**config.mk**
```make
export PLATFORM = sky130hd
export DESIGN_NAME = mem_arbiter
export DESIGN_NICKNAME = d
export VERILOG_FILES = /design/src/rtl/mem_arbiter.sv
export SDC_FILE = /design/constraint.sdc
export NUM_CORES = 1
export LEC_CHECK = 0
export ABC_AREA = 1
export BUFFER_PORTS_ARGS = -buffer_cell sky130_fd_sc_hd__buf_2
export CAP_MARGIN = 20
export CORE_AREA = 2 2 345 347
export DETAILED_ROUTE_END_ITERATION = 10
export DIE_AREA = 0 0 347 349
export PLACE_DENSITY = 0.35
export SLEW_MARGIN = 25
export SYNTH_ARGS = -nofsm -noshare
export SYNTH_HDL_FRONTEND = slang
export SYNTH_SLANG_ARGS = --single-unit
export TNS_END_PERCENT = 20
```
**constraint.sdc**
```tcl
create_clock -name clk -period 4.6 [get_ports clk]
set_input_delay 0.69 -clock clk [delete_from_list [all_inputs] [get_ports clk]]
set_output_delay 0.69 -clock clk [all_outputs]
set_load 0.1 [all_outputs]
```
**src/rtl/mem_arbiter.sv**
```systemverilog
// -----------------------------------------------------------------------------
// mem_arbiter
//
// Purpose:
//   Lets the instruction cache (I) and the data cache (D) share one slow
//   memory. One requester is granted at a time with round-robin on ties.
//   The granted port's read/write handshake is forwarded combinationally to
//   the memory, and the memory's ready pulse is steered back to that port
//   only. Per-port saturating counters record completed transactions.
//
// Ports:
//   clk, rst                      clock, asynchronous active-high reset
//   mem_read_I / mem_write_I      I-cache request levels (held until ready)
//   mem_addr_I / mem_wdata_I      I-cache line address / write data
//   mem_rdata_I / mem_ready_I     read data / completion pulse to I-cache
//   mem_*_D                       same set of signals for the D-cache
//   mem_read / mem_write          request to the slow memory
//   mem_addr / mem_wdata          address / write data to the slow memory
//   mem_rdata / mem_ready         read data / completion pulse from memory
//   grant_cnt_I / grant_cnt_D     completed transactions, saturate at 16'hFFFF
// -----------------------------------------------------------------------------
module mem_arbiter #(
  parameter int ADDR_W = 28,
  parameter int DATA_W = 128
) (
  input  logic              clk,
  input  logic              rst,
  // I-cache side
  input  logic              mem_read_I,
  input  logic              mem_write_I,
  input  logic [ADDR_W-1:0] mem_addr_I,
  input  logic [DATA_W-1:0] mem_wdata_I,
  output logic [DATA_W-1:0] mem_rdata_I,
  output logic              mem_ready_I,
  // D-cache side
  input  logic              mem_read_D,
  input  logic              mem_write_D,
  input  logic [ADDR_W-1:0] mem_addr_D,
  input  logic [DATA_W-1:0] mem_wdata_D,
  output logic [DATA_W-1:0] mem_rdata_D,
  output logic              mem_ready_D,
  // Slow memory side
  output logic              mem_read,
  output logic              mem_write,
  output logic [ADDR_W-1:0] mem_addr,
  output logic [DATA_W-1:0] mem_wdata,
  input  logic [DATA_W-1:0] mem_rdata,
  input  logic              mem_ready,
  // Performance counters
  output logic [15:0]       grant_cnt_I,
  output logic [15:0]       grant_cnt_D
);

  typedef enum logic [1:0] {
    IDLE    = 2'd0,
    SERVE_I = 2'd1,
    SERVE_D = 2'd2
  } state_t;

  // Saturating increment used by both grant counters.
  function automatic logic [15:0] sat_inc(input logic [15:0] value);
    logic [15:0] result;
    if (value == 16'hFFFF) begin
      result = value;
    end else begin
      result = value + 16'd1;
    end
    return result;
  endfunction

  state_t      state_q, state_d;
  // 0: I-cache was served last, 1: D-cache was served last.
  logic        last_q, last_d;
  logic [15:0] cnt_i_q, cnt_i_d;
  logic [15:0] cnt_d_q, cnt_d_d;

  logic        req_i;
  logic        req_d;

  assign req_i = mem_read_I | mem_write_I;
  assign req_d = mem_read_D | mem_write_D;

  // Next-state logic: arbitration in IDLE, completion handling in SERVE_x.
  always_comb begin
    state_d = state_q;
    last_d  = last_q;
    cnt_i_d = cnt_i_q;
    cnt_d_d = cnt_d_q;
    case (state_q)
      IDLE: begin
        // mem_ready seen here belongs to nobody (e.g. survived a reset) and
        // is deliberately ignored.
        if (req_i && req_d) begin
          // Tie: grant the port that was not served last.
          if (last_q) begin
            state_d = SERVE_I;
          end else begin
            state_d = SERVE_D;
          end
        end else if (req_i) begin
          state_d = SERVE_I;
        end else if (req_d) begin
          state_d = SERVE_D;
        end else begin
          state_d = IDLE;
        end
      end
      SERVE_I: begin
        // A dropped request does not release the grant; only mem_ready does.
        if (mem_ready) begin
          state_d = IDLE;
          last_d  = 1'b0;
          cnt_i_d = sat_inc(cnt_i_q);
        end else begin
          state_d = SERVE_I;
        end
      end
      SERVE_D: begin
        if (mem_ready) begin
          state_d = IDLE;
          last_d  = 1'b1;
          cnt_d_d = sat_inc(cnt_d_q);
        end else begin
          state_d = SERVE_D;
        end
      end
      default: begin
        state_d = IDLE;
      end
    endcase
  end

  // State, round-robin pointer and counters.
  always_ff @(posedge clk or posedge rst) begin
    if (rst) begin
      state_q <= IDLE;
      last_q  <= 1'b0;
      cnt_i_q <= 16'd0;
      cnt_d_q <= 16'd0;
    end else begin
      state_q <= state_d;
      last_q  <= last_d;
      cnt_i_q <= cnt_i_d;
      cnt_d_q <= cnt_d_d;
    end
  end

  // Memory-side mux and ready steering for the granted port.
  always_comb begin
    mem_read    = 1'b0;
    mem_write   = 1'b0;
    mem_addr    = {ADDR_W{1'b0}};
    mem_wdata   = {DATA_W{1'b0}};
    mem_ready_I = 1'b0;
    mem_ready_D = 1'b0;
    case (state_q)
      SERVE_I: begin
        // Write wins when a port asserts both read and write.
        mem_write   = mem_write_I;
        mem_read    = mem_read_I & ~mem_write_I;
        mem_addr    = mem_addr_I;
        mem_wdata   = mem_wdata_I;
        mem_ready_I = mem_ready;
      end
      SERVE_D: begin
        mem_write   = mem_write_D;
        mem_read    = mem_read_D & ~mem_write_D;
        mem_addr    = mem_addr_D;
        mem_wdata   = mem_wdata_D;
        mem_ready_D = mem_ready;
      end
      IDLE: begin
        mem_read  = 1'b0;
        mem_write = 1'b0;
      end
      default: begin
        mem_read  = 1'b0;
        mem_write = 1'b0;
      end
    endcase
  end

  // Read data is broadcast; each cache only samples it on its own ready.
  assign mem_rdata_I = mem_rdata;
  assign mem_rdata_D = mem_rdata;

  assign grant_cnt_I = cnt_i_q;
  assign grant_cnt_D = cnt_d_q;

endmodule

```
After elaboration in Yosys (flattened, before gate mapping)
Index checks and enable logic that the tools add are counted.
Word-level totals
  logic and storage cells: 42
  output and inout port bits: 448
  register bits: 35
Cells by class
  equal/unequal tests: 6
  bitwise gates (word level): 8
  mux-type cells: 16
  $add $sub $neg: 2
  reduce and logical (&&, ||, !) cells: 6
Operator list (count)
  $pmux 128 s2: 1
  $pmux 28 s2: 1
  $add 16x1->16 const B: 2
  $eq 16x16->1 const B: 2
  $mux 2: 5
  $reduce_and 3->1: 3
  $pmux 1 s2: 3
  $pmux 2 s3: 1
  $mux 1: 5
  $ne 2x2->1 const B: 2
  $not 1->1: 4
  $and 1x1->1: 2
  $eq 2x1->1 const B: 1
  $eq 2x2->1 const B: 1
  $logic_not 2->1: 1
  $or 1x1->1: 2
  $reduce_bool 2->1: 1
  $logic_and 1x1->1: 1

Logic depth before layout (Yosys ltp)
Gate-level depths: netlist of the first run.
  depth after elaboration: 5
  mapped depth: 10

Worst setup path before layout of the first run
No wires, ideal clock.
  kind: reg-to-output
  start point: register state_q[0]
  end point: output port mem_addr[10]
  data arrival time: 2.799 ns
  data required time: 3.910 ns
  setup slack: 1.111 ns
  buffers on the path: 3
  cell stages (with the launch flop): 8
  cell sequence: dfrtp_1 inv_1 ha_1 buf_2 clkbuf_1 clkbuf_1 nand2_1 a21oi_1
Between the ends
  cells in the longest elaborated chain, start to end: 2
RTL lines
  from (decl): RTL line 71  | state_t state_q, state_d;
  from (signal assigned): RTL line 141  | state_q <= state_d;
  $eq 2x2->1 or $eq 2x1->1 (tied branches): RTL line 156  | case (state_q)
  $pmux 28 s2 *: RTL line 156
  to (decl): RTL line 45  | output logic [ADDR_W-1:0] mem_addr,
Every way passes the cells marked *; elsewhere a longest branch is shown, timed or not.

Final worst setup path of the first run
  start point: register state_q[0]
  end point: output port mem_wdata[63]
Between the ends
  cells in the longest elaborated chain, start to end: 2
RTL lines
  $eq 2x2->1 or $eq 2x1->1 (tied branches): RTL line 156
  $pmux 128 s2 *: RTL line 156
  to (decl): RTL line 46  | output logic [DATA_W-1:0] mem_wdata,
Marked as above.

==> load_flow_metrics.sql, run 1 <==
INSERT INTO impl_metrics (metric_group, metric, value, unit) VALUES
('die', 'die_area', '121100', 'sq um'),
('clock_tree', 'post_cts_hold_buffer_count', '0', ''),
('critical_path', 'cell_depth_of_the_worst_flop_to_flop_path', '9', ''),
('timing', 'post-route-period-util', '0.8262', ''),
('yosys', 'synth.lib_cells_used.distinct', '28', ''),
('timing', 'fin_worst_hold_slack', '0.5420', 'ns'),
('timing', 'time_the_final_worst_path_needs_with_i_o_delays_and_setup', '3.801', 'ns'),
('clock_tree', 'clkTransAtPathRegs', '0.06', 'ns'),
('global_routing', 'grt.overflow.total', '0', ''),
('routing', 'routed_wire_length_per_instance', '20.38', 'um'),
('critical_path', 'critPathMaxFanout', '99', ''),
('clock_tree', 'worstSkewPairLatency', '0.29', 'ns'),
('yosys', 'synth-seq-cells', '35', ''),
('die', 'floorplan.initialDensity', '0.05412', ''),
('yosys', 'yosysTopAreaCellShare', '0.3024', ''),
('pwr', 'cellLeakagePower', '4.025', 'nW'),
('die', 'chipHeight', '349', 'um'),
('yosys', 'synthTopCellsByCount', 'sky130_fd_sc_hd__nand2_1, sky130_fd_sc_hd__buf_4, sky130_fd_sc_hd__a21oi_1', ''),
('clock_tree', 'clock_tree.htree_level_count', '2', ''),
('yosys', 'syn-instance-count', '1101', ''),
('cells_and_area', 'final.fill_count', '14030', ''),
('critical_path', 'setup.worst_path.end_class', 'primary output', ''),
('critical_path', 'criticalPathCategory', 'reg -> out', ''),
('yosys', 'synth-async-reset-ratio', '1.000', ''),
('die', 'num_rows', '126', ''),
('yosys', 'synth.cell_area', '6356', 'sq um'),
('routing', 'drt_iter0_markers', '558', ''),
('timing', 'tns', '0', 'ns'),
('routing', 'drt-total-wl', '58280', 'um'),
('min_path', 'whs_path_cells', '2', ''),
('place', 'io_buffer_count', '510', ''),
('pwr', 'p_total', '0.007230', 'W'),
('place', 'detailedPlace.worstSlack', '1.202', 'ns'),
('yosys', 'synth_ff_type', 'sky130_fd_sc_hd__dfrtp_1', ''),
('timing', 'max_slew_margin', '0.2657', ''),
('critical_path', 'cp_data_required_time', '3.91', 'ns'),
('global_routing', 'grt_max_degree', '100', ''),
('critical_path', 'cp_data_arrival_time', '3.11', 'ns'),
('clock_tree', 'cts-buffers-inserted', '5', ''),
('die', 'ioPinCount', '895', ''),
('clock_tree', 'cts.repair.resized', '0', ''),
('flow_run', 'max_cap_viol_count', '0', ''),
('yosys', 'synth_enable_flop_cells', '0', ''),
('yosys', 'synthesis.nets', '1554', ''),
('critical_path', 'r2r_setup_slack', '2.17', 'ns'),
('yosys', 'synthMostInstantiatedCell', 'sky130_fd_sc_hd__nand2_1', ''),
('timing', 'hold_violations', '0', ''),
('die', 'placeableCoreArea', '117500', 'sq um'),
('global_routing', 'vias_in_the_first_global_route', '7464', ''),
('die', 'die_x', '347', 'um'),
('timing', 'timing_max_transition_violations_final', '0', ''),
('clock_tree', 'cts_setup_buffers', '0', ''),
('routing', 'post_drt_via_cell_ratio', '2.793', ''),
('clock_tree', 'cts_tree', 'done', ''),
('yosys', 'synth_area_leaders', 'sky130_fd_sc_hd__buf_4, sky130_fd_sc_hd__nand2_1, sky130_fd_sc_hd__dfrtp_1', ''),
('cells_and_area', 'layout-drive-gt1-share', '0.4171', ''),
('routing', 'ant_nets', '0', ''),
('yosys', 'synth_area_per_cell', '5.773', 'sq um'),
('timing', 'setup_violations_final', '0', ''),
('clock_tree', 'clock_tree.root_cell', 'sky130_fd_sc_hd__clkbuf_16', ''),
('yosys', 'yosysWarnings', '0', ''),
('clock_tree', 'clock_tree_buf_depth', '2', ''),
('timing', 'final_clock_skew', '0.005560', 'ns'),
('yosys', 'synth_largest_area_cell', 'sky130_fd_sc_hd__buf_4', ''),
('timing', 'tightestPinTransition', '1.101', 'ns'),
('global_routing', 'track_usage', '0.08974', ''),
('run_status', 'run_status', 'finished, final reports clean', ''),
('global_routing', 'grt_first_pass_wirelength', '72090', 'um'),
('routing', 'dr.pass1.iters', '5', ''),
('cells_and_area', 'flow.area_growth_from_synthesis', '41.44', '%'),
('yosys', 'synth.yosys.seq_area_share', '0.1378', '');
power by group:
part,internal (W),switching [W]
clock network,0.000231,0.000145
logic,0.000857,0.00558
registers,0.000349,0.0000686
total,0.00144,0.00579
cell type report:
cell class	instances	area, sq um	area share
antenna	3	7.507	0.0008351
clock buffer	8	156.4	0.01740
inverter	32	128.9	0.01434
multi-input combinational	721	3197	0.3556
sequential	35	875.8	0.09743
tap	1536	1922	0.2138
timing repair buffer	525	2703	0.3006
worst max-delay path, cell delays in order (launching register included):
cell and delay (ns):
sky130_fd_sc_hd__dfrtp_1 0.42, sky130_fd_sc_hd__inv_1 0.12, sky130_fd_sc_hd__ha_1 0.36, sky130_fd_sc_hd__inv_6 0.52, sky130_fd_sc_hd__buf_4 0.55, sky130_fd_sc_hd__a21oi_1 0.18, sky130_fd_sc_hd__buf_2 0.34
state kept, by name, indices dropped and copies added, names as in the netlist:
| signal | flops |
|---|---|
| grant_cnt_D | 16 |
| grant_cnt_I | 16 |
| state_q | 2 |
| last_q | 1 |
metrics by stage:
step	util	instances	instance area (sq um)
6_report	0.07654	2860	8990
2_1_floorplan	-	1101	6356
3_5_place_dp	0.07515	2849	8826
4_1_cts	0.07648	2857	8982
5_1_grt	0.07654	2860	8990
3_3_place_gp	0.07515	2849	8826
placed cells by master, fill, tap and decap left out:
| cell type | n |
|---|---|
| sky130_fd_sc_hd__a21oi_1 | 160 |
| sky130_fd_sc_hd__buf_12 | 3 |
| sky130_fd_sc_hd__buf_2 | 510 |
| sky130_fd_sc_hd__buf_4 | 12 |
| sky130_fd_sc_hd__clkbuf_1 | 1 |
| sky130_fd_sc_hd__clkbuf_16 | 5 |
| sky130_fd_sc_hd__clkbuf_8 | 2 |
| sky130_fd_sc_hd__clkinv_2 | 1 |
| sky130_fd_sc_hd__dfrtp_1 | 35 |
| sky130_fd_sc_hd__diode_2 | 3 |
| sky130_fd_sc_hd__ha_1 | 4 |
| sky130_fd_sc_hd__ha_4 | 2 |
| sky130_fd_sc_hd__inv_1 | 27 |
| sky130_fd_sc_hd__inv_2 | 2 |
| sky130_fd_sc_hd__inv_4 | 1 |
| sky130_fd_sc_hd__inv_6 | 1 |
| sky130_fd_sc_hd__nand2_1 | 457 |
| sky130_fd_sc_hd__nand2_2 | 3 |
| sky130_fd_sc_hd__nand2_4 | 1 |
| sky130_fd_sc_hd__nand3_1 | 18 |
| sky130_fd_sc_hd__nand3_2 | 2 |
| sky130_fd_sc_hd__nand3b_1 | 2 |
| sky130_fd_sc_hd__nand4_1 | 16 |
| sky130_fd_sc_hd__nor2_1 | 29 |
| sky130_fd_sc_hd__nor2_2 | 1 |
| sky130_fd_sc_hd__nor2_4 | 1 |
| sky130_fd_sc_hd__nor3_4 | 1 |
| sky130_fd_sc_hd__o21ai_0 | 8 |
| sky130_fd_sc_hd__o21ai_4 | 1 |
| sky130_fd_sc_hd__or2_2 | 2 |
| sky130_fd_sc_hd__xnor2_1 | 13 |
layer usage:
layer  share of wire  global-route usage
met3            0.13             0.04652
met4           0.027             0.02201
met1            0.45              0.1182
met2            0.40              0.1253
met5         0.00029             0.01801
cells by family after synthesis:
family | share of synthesized area
simple gates | 0.3345
xor+xnor | 0.01791
flops | 0.1378
compound gates | 0.1348
buf+inv | 0.3632
fa+ha+maj | 0.01181
worst paths after layout:
kind	startpoint	to
min reg2reg	grant_cnt_D[15]$_DFFE_PP0P_	grant_cnt_D[15]$_DFFE_PP0P_
min	grant_cnt_D[15]$_DFFE_PP0P_	grant_cnt_D[15]$_DFFE_PP0P_
min in group asynchronous	rst	grant_cnt_I[2]$_DFFE_PP0P_
max in group asynchronous	rst	grant_cnt_D[7]$_DFFE_PP0P_
max	state_q[0]$_DFF_PP0_	mem_wdata[63]
max reg2reg	state_q[0]$_DFF_PP0_	grant_cnt_D[14]$_DFFE_PP0P_
Note: power is estimated with default switching activity, not from simulation.
==> run 2: changes to the inputs <==
--- a/config.mk
+++ b/config.mk
@@ -8,9 +8,9 @@
 export ABC_AREA = 1
 export BUFFER_PORTS_ARGS = -buffer_cell sky130_fd_sc_hd__buf_2
 export CAP_MARGIN = 20
-export CORE_AREA = 2 2 345 347
+export CORE_AREA = 2 2 352 354
 export DETAILED_ROUTE_END_ITERATION = 10
-export DIE_AREA = 0 0 347 349
+export DIE_AREA = 0 0 354 356
 export PLACE_DENSITY = 0.35
 export SLEW_MARGIN = 25
 export SYNTH_ARGS = -nofsm -noshare
==> constraint.sdc (replaced) <==
create_clock -name clk -period 3.2 [get_ports clk]
set_input_delay 0.48 -clock clk [delete_from_list [all_inputs] [get_ports clk]]
set_output_delay 0.48 -clock clk [all_outputs]
set_load 0.1 [all_outputs]
==> run 2 against run 1 <==
Compared with the run above:
- die area up 4.1%
- critical path depth up 1
- clock power up 38%
- flip-flop and latch count unchanged
- utilization up 0.53 points
- clock skew up 0.011 ns
- register-to-register slack worse by 1.1 ns
- setup slack worse by 0.66 ns
- final cell count up 4.3%
- clock-buffer cell count down 2
- critical endpoint is now mem_wdata[69]
==> load_flow_metrics.sql, run 2 (synthesis gave the netlist of run 1 again) <==
INSERT INTO impl_metrics (metric_group, metric, value, unit) VALUES
('clock_tree', 'cts_num_sinks', '35', ''),
('global_routing', 'vias_in_the_first_global_route', '7519', ''),
('clock_tree', 'cts_tree', 'done', ''),
('die', 'chipHeight', '356', 'um'),
('pwr', 'cellLeakagePower', '4.258', 'nW'),
('timing', 'max_slew_margin', '0.5781', ''),
('pwr', 'power.net_switching', '0.008764', 'W'),
('global_routing', 'grt_max_degree', '45', ''),
('pwr', 'vdd_drop_max', '0.4859', 'mV'),
('clock_tree', 'clock_tree.root_cell', 'sky130_fd_sc_hd__clkbuf_16', ''),
('cells_and_area', 'seqCellArea', '875.8', 'sq um'),
('cells_and_area', 'layout_commonest_cell', 'sky130_fd_sc_hd__buf_2', ''),
('min_path', 'worstHoldPathType', 'in -> async', ''),
('clock_tree', 'post_cts_hold_buffer_count', '0', ''),
('global_routing', 'number_of_antenna_violations_at_the_first_check_in_global_routing', '19', ''),
('die', 'die_x', '354', 'um'),
('routing', 'post_drt_via_cell_ratio', '2.708', ''),
('critical_path', 'setup.worst_path.end_class', 'primary output', ''),
('critical_path', 'criticalPathCategory', 'reg -> out', ''),
('die', 'placeableCoreArea', '122700', 'sq um'),
('routing', 'drt_iter0_markers', '657', ''),
('place', 'detailedPlace.worstSlack', '0.1963', 'ns'),
('pwr', 'clockPowerShare', '0.044', ''),
('pwr', 'share_of_total_power_consumed_by_net_switching', '0.7548', ''),
('timing', 'time_the_final_worst_path_needs_with_i_o_delays_and_setup', '3.056', 'ns'),
('critical_path', 'cp_data_arrival_time', '2.58', 'ns'),
('cells_and_area', 'final_cell_mix', 'sky130_fd_sc_hd__buf_2, sky130_fd_sc_hd__nand2_1, sky130_fd_sc_hd__a21oi_1', ''),
('global_routing', 'globalRouteMet3Util', '0.06392', ''),
('global_routing', 'track_usage', '0.08263', ''),
('pwr', 'share_comb_of_total_power', '0.903', ''),
('routing', 'ant_nets', '0', ''),
('clock_tree', 'clock_tree_buf_depth', '2', ''),
('die', 'ioPinCount', '895', ''),
('critical_path', 'type_of_origin_of_the_critical_path', 'flip-flop', ''),
('routing', 'dr.pass1.iters', '5', ''),
('global_routing', 'grt.met1_usage', '0.1006', ''),
('routing', 'drt_drc_violations_left', '0', ''),
('clock_tree', 'cts-buffers-inserted', '5', ''),
('cells_and_area', 'flow.area_growth_from_synthesis', '57.85', '%'),
('global_routing', 'grt_first_pass_wirelength', '69840', 'um'),
('critical_path', 'cp_cell_sequence', 'inv_1 > ha_1 > inv_6 > buf_12 > buf_4 > a21oi_1 > buf_12', ''),
('pwr', 'p_int', '0.002848', 'W'),
('die', 'floorplan.initialDensity', '0.05182', ''),
('place', 'io_buffer_count', '510', ''),
('timing', 'post-route-period-util', '0.9551', ''),
('cells_and_area', 'layout-drive-gt1-share', '0.4441', ''),
('timing', 'tns', '0', 'ns'),
('place', 'gp_congestion', '0.7529', ''),
('routing', 'drt-total-wl', '55810', 'um'),
('global_routing', 'grt.busiest_layer', 'met2', ''),
('clock_tree', 'clock_tree.htree_level_count', '2', ''),
('pwr', 'seq_power_share', '0.052', ''),
('global_routing', 'grt.overflow.total', '0', ''),
('timing', 'fin_ws', '0.1436', 'ns'),
('die', 'num_rows', '129', ''),
('global_routing', 'globalRouteMet2Util', '0.1078', ''),
('timing', 'grt_setup_unrepaired', 'no', ''),
('routing', 'routed_wire_length_per_instance', '18.70', 'um'),
('timing', 'final_clock_skew', '0.01640', 'ns'),
('place', 'place_hpwl', '48900', 'um'),
('die', 'die_area', '126000', 'sq um'),
('timing', 'timing_max_transition_violations_final', '0', ''),
('timing', 'fmax', '327.2', 'MHz'),
('critical_path', 'slowest_delay', '0.45', 'ns'),
('routing', 'vias', '8080', ''),
('cells_and_area', 'final_net_count', '1794', ''),
('cells_and_area', 'total_area_of_multi_input_combinational_cells', '3291', 'sq um'),
('critical_path', 'critical-path-top-cell-by-count', 'sky130_fd_sc_hd__buf_12', ''),
('timing', 'hold_violations', '0', ''),
('cells_and_area', 'final.fill_count', '14680', ''),
('pwr', 'power-per-cell-area', '1157', 'nW/um^2'),
('clock_tree', 'worstSkewPairLatency', '0.31', 'ns'),
('clock_tree', 'clkTransAtPathRegs', '0.07', 'ns'),
('timing', 'setup_violations_final', '0', ''),
('run_status', 'run_status', 'finished, final reports clean', ''),
('critical_path', 'cp_data_required_time', '2.72', 'ns'),
('critical_path', 'cpMaxStageDelayCell', 'sky130_fd_sc_hd__a21oi_1', ''),
('flow_run', 'max_cap_viol_count', '0', ''),
('critical_path', 'critPathMaxFanout', '34', ''),
('timing', 'tightestPinTransition', '0.6373', 'ns');
## run 2: repair_timing
item / in CTS / in global routing
endpoints found under the hold margin: 0 / 0
gates resized for setup: 5 / 0
setup endpoints to repair: 5 / 0
setup buffers: 0 / 0
## run 2: routing by layer
| layer | vias to the layer above | share of wire | wire (um) |
|---|---|---|---|
| li1 | 3694 | - | - |
| met1 | 3616 | 0.40 | 22600 |
| met2 | 633 | 0.38 | 21290 |
| met3 | 130 | 0.18 | 9822 |
| met4 | 7 | 0.033 | 1820 |
| met5 | - | 0.0050 | 281 |
## run 2: stage by stage
step	total power, W	instance area [sq um]	util	instances	hold WS (ns)
after floorplan	0.009187	6435	-	1101	0.5131
after global placement	0.01131	9862	0.08040	2971	0.5346
after detailed placement	0.01124	9862	0.08040	2971	0.5495
after CTS	0.01183	10020	0.08169	2979	0.3248
after global routing	0.01227	10030	0.08173	2981	0.3487
final	0.01161	10030	0.08179	2984	0.3003
## run 2: worst max-delay path, delay by kind of cell (launching register included)
family	cells	cell delay (ns)
adders and majority gates	1	0.36
AOI/OAI and AO/OA	1	0.45
DFF	1	0.43
buffers and inverters	5	0.95
## run 2: power groups by stage
stage	combinational, W	clock (W)	sequential, W
floorplan	0.00831	0	0.000879
global placement	0.0107	0	0.000615
detailed placement	0.0106	0	0.000613
CTS	0.0107	0.000547	0.000606
global route	0.0111	0.000567	0.000618
finish	0.0105	0.000517	0.000605
## run 2: final timing paths
| kind | startpoint | endpoint | slack, ns | cells after the start |
|---|---|---|---|---|
| min in group clk | mem_ready | state_q[0]$_DFF_PP0_ | 0.55 | 4 |
| max in group asynchronous | rst | grant_cnt_I[15]$_DFFE_PP0P_ | 2.49 | 3 |
| worst max register to register | state_q[0]$_DFF_PP0_ | grant_cnt_D[13]$_DFFE_PP0P_ | 1.10 | 9 |
| worst min register to register | grant_cnt_D[15]$_DFFE_PP0P_ | grant_cnt_D[15]$_DFFE_PP0P_ | 0.56 | 2 |
| worst max-delay path | state_q[0]$_DFF_PP0_ | mem_wdata[69] | 0.14 | 7 |
| worst min-delay path | rst | grant_cnt_D[8]$_DFFE_PP0P_ | 0.30 | 3 |
## run 2: layout make-up
class,count,share of cell area
multi-input combinational,721,0.3280
clock inverter,2,0.001247
antenna,5,0.001247
tap,1637,0.2041
inverter,32,0.01284
clock buffer,6,0.01284
sequential,35,0.08729
timing repair buffer,546,0.3524
